`src/rtl/bcd_calc_pkg.sv`:
```
// Shared types and constants for the two-digit BCD calculator front end.
package bcd_calc_pkg;

  typedef enum logic [1:0] {
    S_A    = 2'd0,
    S_B    = 2'd1,
    S_EVAL = 2'd2,
    S_RES  = 2'd3
  } state_t;

  localparam logic [3:0] DEF_KEY_PLUS = 4'hA;
  localparam logic [3:0] DEF_KEY_EQ   = 4'hE;
  localparam logic [3:0] DEF_KEY_CLR  = 4'hC;

  function automatic logic is_digit(input logic [3:0] code);
    return code <= 4'd9;
  endfunction

endpackage

```
`src/rtl/bcd_operand_reg.sv`:
```
// Two-digit BCD operand shift register with digit count; clear > load > shift.
module bcd_operand_reg (
  input  logic       clk,
  input  logic       rst_n,
  input  logic       clear,
  input  logic       load,
  input  logic [7:0] load_val,
  input  logic [1:0] load_cnt,
  input  logic       shift,
  input  logic [3:0] digit,
  output logic [7:0] value,
  output logic [1:0] count,
  output logic       full
);

  assign full = (count == 2'd2);

  always_ff @(posedge clk or negedge rst_n) begin
    if (!rst_n) begin
      value <= '0;
      count <= '0;
    end else if (clear) begin
      value <= '0;
      count <= '0;
    end else if (load) begin
      value <= load_val;
      count <= load_cnt;
    end else if (shift && !full) begin
      value <= {value[3:0], digit};
      count <= count + 2'd1;
    end
  end

endmodule

```
`src/rtl/bcd_operand_entry.sv`:
```
// Keypad operand sequencer: builds BCD operands A/B, captures adder result on "=".
module bcd_operand_entry
  import bcd_calc_pkg::*;
#(
  parameter logic [3:0] KEY_PLUS = DEF_KEY_PLUS,
  parameter logic [3:0] KEY_EQ   = DEF_KEY_EQ,
  parameter logic [3:0] KEY_CLR  = DEF_KEY_CLR
) (
  input  logic        clk,
  input  logic        rst_n,
  input  logic        key_valid,
  input  logic [3:0]  key_code,
  output logic        key_ready,
  output logic [7:0]  A,
  output logic [7:0]  B,
  input  logic [7:0]  SUM_BCD,
  input  logic        CARRY_IN,
  output logic        result_valid,
  output logic        err,
  output logic [11:0] disp_bcd,
  output logic [1:0]  state
);

  state_t     state_q, state_d;
  logic [8:0] res_q, res_d;
  logic       rv_d, err_d;
  logic       accept;

  logic       a_clear, a_load, a_shift, a_full;
  logic [7:0] a_load_val;
  logic [1:0] a_load_cnt, a_count;
  logic       b_clear, b_shift, b_full;
  logic [1:0] b_count;

  assign key_ready = (state_q != S_EVAL);
  assign accept    = key_valid && key_ready;
  assign state     = state_q;

  bcd_operand_reg u_a (
    .clk      (clk),
    .rst_n    (rst_n),
    .clear    (a_clear),
    .load     (a_load),
    .load_val (a_load_val),
    .load_cnt (a_load_cnt),
    .shift    (a_shift),
    .digit    (key_code),
    .value    (A),
    .count    (a_count),
    .full     (a_full)
  );

  bcd_operand_reg u_b (
    .clk      (clk),
    .rst_n    (rst_n),
    .clear    (b_clear),
    .load     (1'b0),
    .load_val ('0),
    .load_cnt ('0),
    .shift    (b_shift),
    .digit    (key_code),
    .value    (B),
    .count    (b_count),
    .full     (b_full)
  );

  always_comb begin
    state_d    = state_q;
    res_d      = res_q;
    rv_d       = result_valid;
    err_d      = 1'b0;
    a_clear    = 1'b0;
    a_load     = 1'b0;
    a_load_val = '0;
    a_load_cnt = '0;
    a_shift    = 1'b0;
    b_clear    = 1'b0;
    b_shift    = 1'b0;

    if (state_q == S_EVAL) begin
      res_d   = {CARRY_IN, SUM_BCD};
      rv_d    = 1'b1;
      state_d = S_RES;
    end else if (accept) begin
      if (key_code == KEY_CLR) begin
        a_clear = 1'b1;
        b_clear = 1'b1;
        res_d   = '0;
        rv_d    = 1'b0;
        state_d = S_A;
      end else begin
        unique case (state_q)
          S_A: begin
            if (is_digit(key_code)) begin
              if (a_full) err_d = 1'b1;
              else        a_shift = 1'b1;
            end else if (key_code == KEY_PLUS) begin
              b_clear = 1'b1;
              state_d = S_B;
            end else begin
              err_d = 1'b1;
            end
          end
          S_B: begin
            if (is_digit(key_code)) begin
              if (b_full) err_d = 1'b1;
              else        b_shift = 1'b1;
            end else if (key_code == KEY_EQ) begin
              state_d = S_EVAL;
            end else begin
              err_d = 1'b1;
            end
          end
          S_RES: begin
            if (is_digit(key_code)) begin
              a_load     = 1'b1;
              a_load_val = {4'h0, key_code};
              a_load_cnt = 2'd1;
              b_clear    = 1'b1;
              rv_d       = 1'b0;
              state_d    = S_A;
            end else if (key_code == KEY_PLUS && !res_q[8]) begin
              // Chain: previous result becomes a full two-digit A
              a_load     = 1'b1;
              a_load_val = res_q[7:0];
              a_load_cnt = 2'd2;
              b_clear    = 1'b1;
              rv_d       = 1'b0;
              state_d    = S_B;
            end else begin
              err_d = 1'b1;
            end
          end
          default: ;
        endcase
      end
    end
  end

  always_ff @(posedge clk or negedge rst_n) begin
    if (!rst_n) begin
      state_q      <= S_A;
      res_q        <= '0;
      result_valid <= 1'b0;
      err          <= 1'b0;
    end else begin
      state_q      <= state_d;
      res_q        <= res_d;
      result_valid <= rv_d;
      err          <= err_d;
    end
  end

  always_comb begin
    disp_bcd = '0;
    unique case (state_q)
      S_A:     disp_bcd = {4'h0, A};
      S_B:     disp_bcd = {4'h0, B};
      S_EVAL:  disp_bcd = {4'h0, B};
      S_RES:   disp_bcd = {3'b000, res_q};
      default: disp_bcd = '0;
    endcase
  end

endmodule

```
`config.mk`:
```
export PLATFORM = sky130hd
export DESIGN_NAME = bcd_operand_entry
export DESIGN_NICKNAME = d
export VERILOG_FILES = /design/src/rtl/bcd_calc_pkg.sv /design/src/rtl/bcd_operand_reg.sv /design/src/rtl/bcd_operand_entry.sv
export SDC_FILE = /design/constraint.sdc
export NUM_CORES = 1
export LEC_CHECK = 0
export CAP_MARGIN = 20
export CORE_UTILIZATION = 51
export CTS_CLUSTER_SIZE = 40
export DETAILED_ROUTE_END_ITERATION = 7
export PLACE_DENSITY = 0.8
export SLEW_MARGIN = 20
export SYNTH_ARGS = -nofsm -noshare
export SYNTH_HDL_FRONTEND = slang
export SYNTH_HIERARCHICAL = 1
export SYNTH_SLANG_ARGS = --single-unit
```
`constraint.sdc`:
```
create_clock -name clk -period 2.9 [get_ports clk]
set_input_delay 0.58 -clock clk [delete_from_list [all_inputs] [get_ports clk]]
set_output_delay 0.58 -clock clk [all_outputs]
set_load 0.03 [all_outputs]
```
==> flow_summary.toml <==
[status]
status = "finished, final reports clean"

[finish]
postLayoutCoreUtil_pct = 71.8
layout_commonest_cell = "clkdlybuf4s50_1"
diodes = 0
area_growth_pct = 31.5
drive_above_1_share_pct = 18.7
n_fill_cell = 311
seqCellArea_sq_um = 826
final_cell_mix = "clkdlybuf4s50_1 (37), dfrtp_1 (33), nor2_1 (23), mux2_4 (18)"
final-instance-count-excl-fill = 339
nets = 311
multi_input_area_sq_mm = 0.00134

[die]
rows = 23
die-area_sq_mm = 0.00467
start_util_pct = 54.6
coreArea_sq_mm = 0.00412
io-pin-count = 49
die_y_um = 68.4
die_w_um = 68.4

[placed_design]
dpl_worst_slack_ns = 0.0426
dp.cells = 331
port_buffers = 45
place.gp.congestion = 0.960
hpwl_um = 3890

[yosys]
synthSimpleGateAreaFrac_pct = 14.4
synth-compound-area-share_pct = 17.5
ys_types = 41
ys_warn_count = 6
synth_top_family_by_area = "multiplexers"
synth_adder_area_share_pct = 3.90
synthXorXnorAreaFrac_pct = 0.780
synth-seq-cells = 33
avgSynthCellArea_sq_um = 10.2
syn_area_sq_mm = 0.00225
postSynthCellCount = 220
muxShareOfSynthArea_pct = 20.2
ys_seq_area_share_pct = 36.8

[sta]
whs_ns = 0.509
drv_slew = 0
tns_ns = 0
rsz0062_at_grt = "no"
fin_ws_ns = 0.240
min_period_over_period_pct = 91.7
finalSetupViolCount = 0
finalCriticalPeriod_ns = 2.66
hold_viol_final = 0
fmax_mhz = 376
fin_skew_ns = 0.00754

[grt]
grt_max_degree = 34
antenna_found_initial = 0
grt_overflow = 0
grt_pass1_wl_um = 8150
first_global_vias = 1678
gr-usage-all-layers_pct = 24.4

[clock_tree]
numCtsBuffers = 5
h-tree-depth = 2
hold_buffers = 0
clk-insertion-delay-late_ns = 0.29
cts_max_path_buffers = 2
cts_tree = "built"
cts_sinks = 33
clkTransAtPathRegs_ns = 0.06
root_buffer = "clkbuf_8"
post_cts_buffers = 0

[worst_setup_path]
start_kind = "flop"
cp_max_fo = 10
cp_cell_sequence = "ha_2 > buf_4 > and2_1 > clkdlybuf4s50_1"
critical-path-top-delay-family = "buffers and inverters"
worstPathRequired_ns = 2.32
critical-path-slowest-cell = "clkdlybuf4s50_1"
critPathBufInv = 2
slowest_delay_ns = 0.66
arrival_ns = 2.08
end_kind = "output pin"
crit_type = "flop to output pin"

[route]
drcViolationCount = 0
drt-pass1-iter-count = 4
antenna_left = 0
num_vias = 1881
drt_wl_total_um = 5260
vias_per_cell = 5.55
wl_per_cell_um = 15.5
initialDrtViolationCount = 91

[power_and_ir_drop]
power.density_mw_per_mm2 = 1150
p_leak_nw = 1.44
ir_worst_vdd_v = 0.000502

[worst_hold_path]
min_path_type = "flop to flop"

[flow_run]
cap_violations = 0
## metrics by stage
stage | cell area (sq um) | total power [W]
final | 2950 | 0.00339
after global routing | 2950 | 0.00359
after CTS | 2930 | 0.00341
after detailed placement | 2850 | 0.00305
after global placement | 2850 | 0.00302
after floorplan | 2310 | 0.00228
## worst min-delay path: cells and delay by family, from the launching register on
family,cells,cell delay [ns]
flops,1,0.34
simple gates,1,0.06
compound gates,1,0.08
## state kept, by name, indices dropped and copies added, names as in the netlist
name	flops
res_q	9
u_a/value	8
u_b/value	8
state	2
u_a/count	2
u_b/count	2
err	1
result_valid	1
## worst paths after layout
path | from | end | slack (ns) | cells after the start
max in group asynchronous | rst_n | state[1] | 1.91 | 2
max reg2reg | state[0] | u_b/count[1] | 0.48 | 9
min | result_valid | result_valid | 0.51 | 2
max | state[0] | disp_bcd[8] | 0.24 | 4
min in group asynchronous | rst_n | result_valid | 0.69 | 2
min reg2reg | result_valid | result_valid | 0.51 | 2
## where the power goes
| part | total [W] | switching, W | internal [W] |
|---|---|---|---|
| Combinational | 0.00217 | 0.00116 | 0.00101 |
| Clock | 0.000337 | 0.000171 | 0.000166 |
| Sequential | 0.000879 | 0.000204 | 0.000675 |
## area by class of cell
type | count | share of cell area, %
Tap cell | 50 | 2.12
Sequential cell | 33 | 28.0
Timing Repair Buffer | 62 | 20.3
Multi-Input combinational cell | 175 | 45.5
Clock inverter | 2 | 0.339
Clock buffer | 6 | 2.46
Inverter | 11 | 1.40
## repair_timing
| action | in CTS | in global routing |
|---|---|---|
| resized for setup | 1 | 9 |
| endpoints found under the setup margin | 2 | 9 |
| gates cloned | 0 | 0 |
## synthesized netlist by cell type (all sizes together)
cell type   n  area, sq um
and3        2         12.5
nand2b      1         6.26
nand2      15         58.8
inv        11         41.3
conb        1         3.75
nor2b       2         27.5
nor3        1         16.3
o21ai      13         65.1
buf         9         71.3
and2        5         31.3
mux2i      16          160
ha          7         87.6
nor2       24         97.6
o32ai       1         8.76
clkbuf      8         30.0
a211oi      1         7.51
o211ai      3         22.5
xnor2       2         17.5
mux2       20          293
a2111oi     1         10.0
a21oi       8         55.1
or3         2         12.5
dfrtp      33          826
or2         2         12.5
a22oi       9         67.6
a311oi      1         8.76
nand4bb     1         11.3
o21a        3         22.5
and4bb      1         12.5
o21ba       1         10.0
nand4b      1         8.76
nor3b       2         15.0
a221o       1         10.0
a22o       12          105
## kinds of logic (layout without fill, tap and decap cells)
family	after synthesis	after routing
and+or+nand+nor	59	59
DFF	33	33
other	1	17
buffers and inverters	28	81
adders and majority gates	7	7
AOI/OAI and AO/OA	54	54
xor gates and xnor gates	2	2
muxes	36	36
## layer usage
layer	up-vias	share of wire (%)	global-route usage, %
li1	895	-	-
met1	923	47	32.8
met2	57	46	36.6
met3	6	6.0	7.33
met4	0	1.2	9.38
met5	-	0	0
Power figures use the tool's default switching activity.
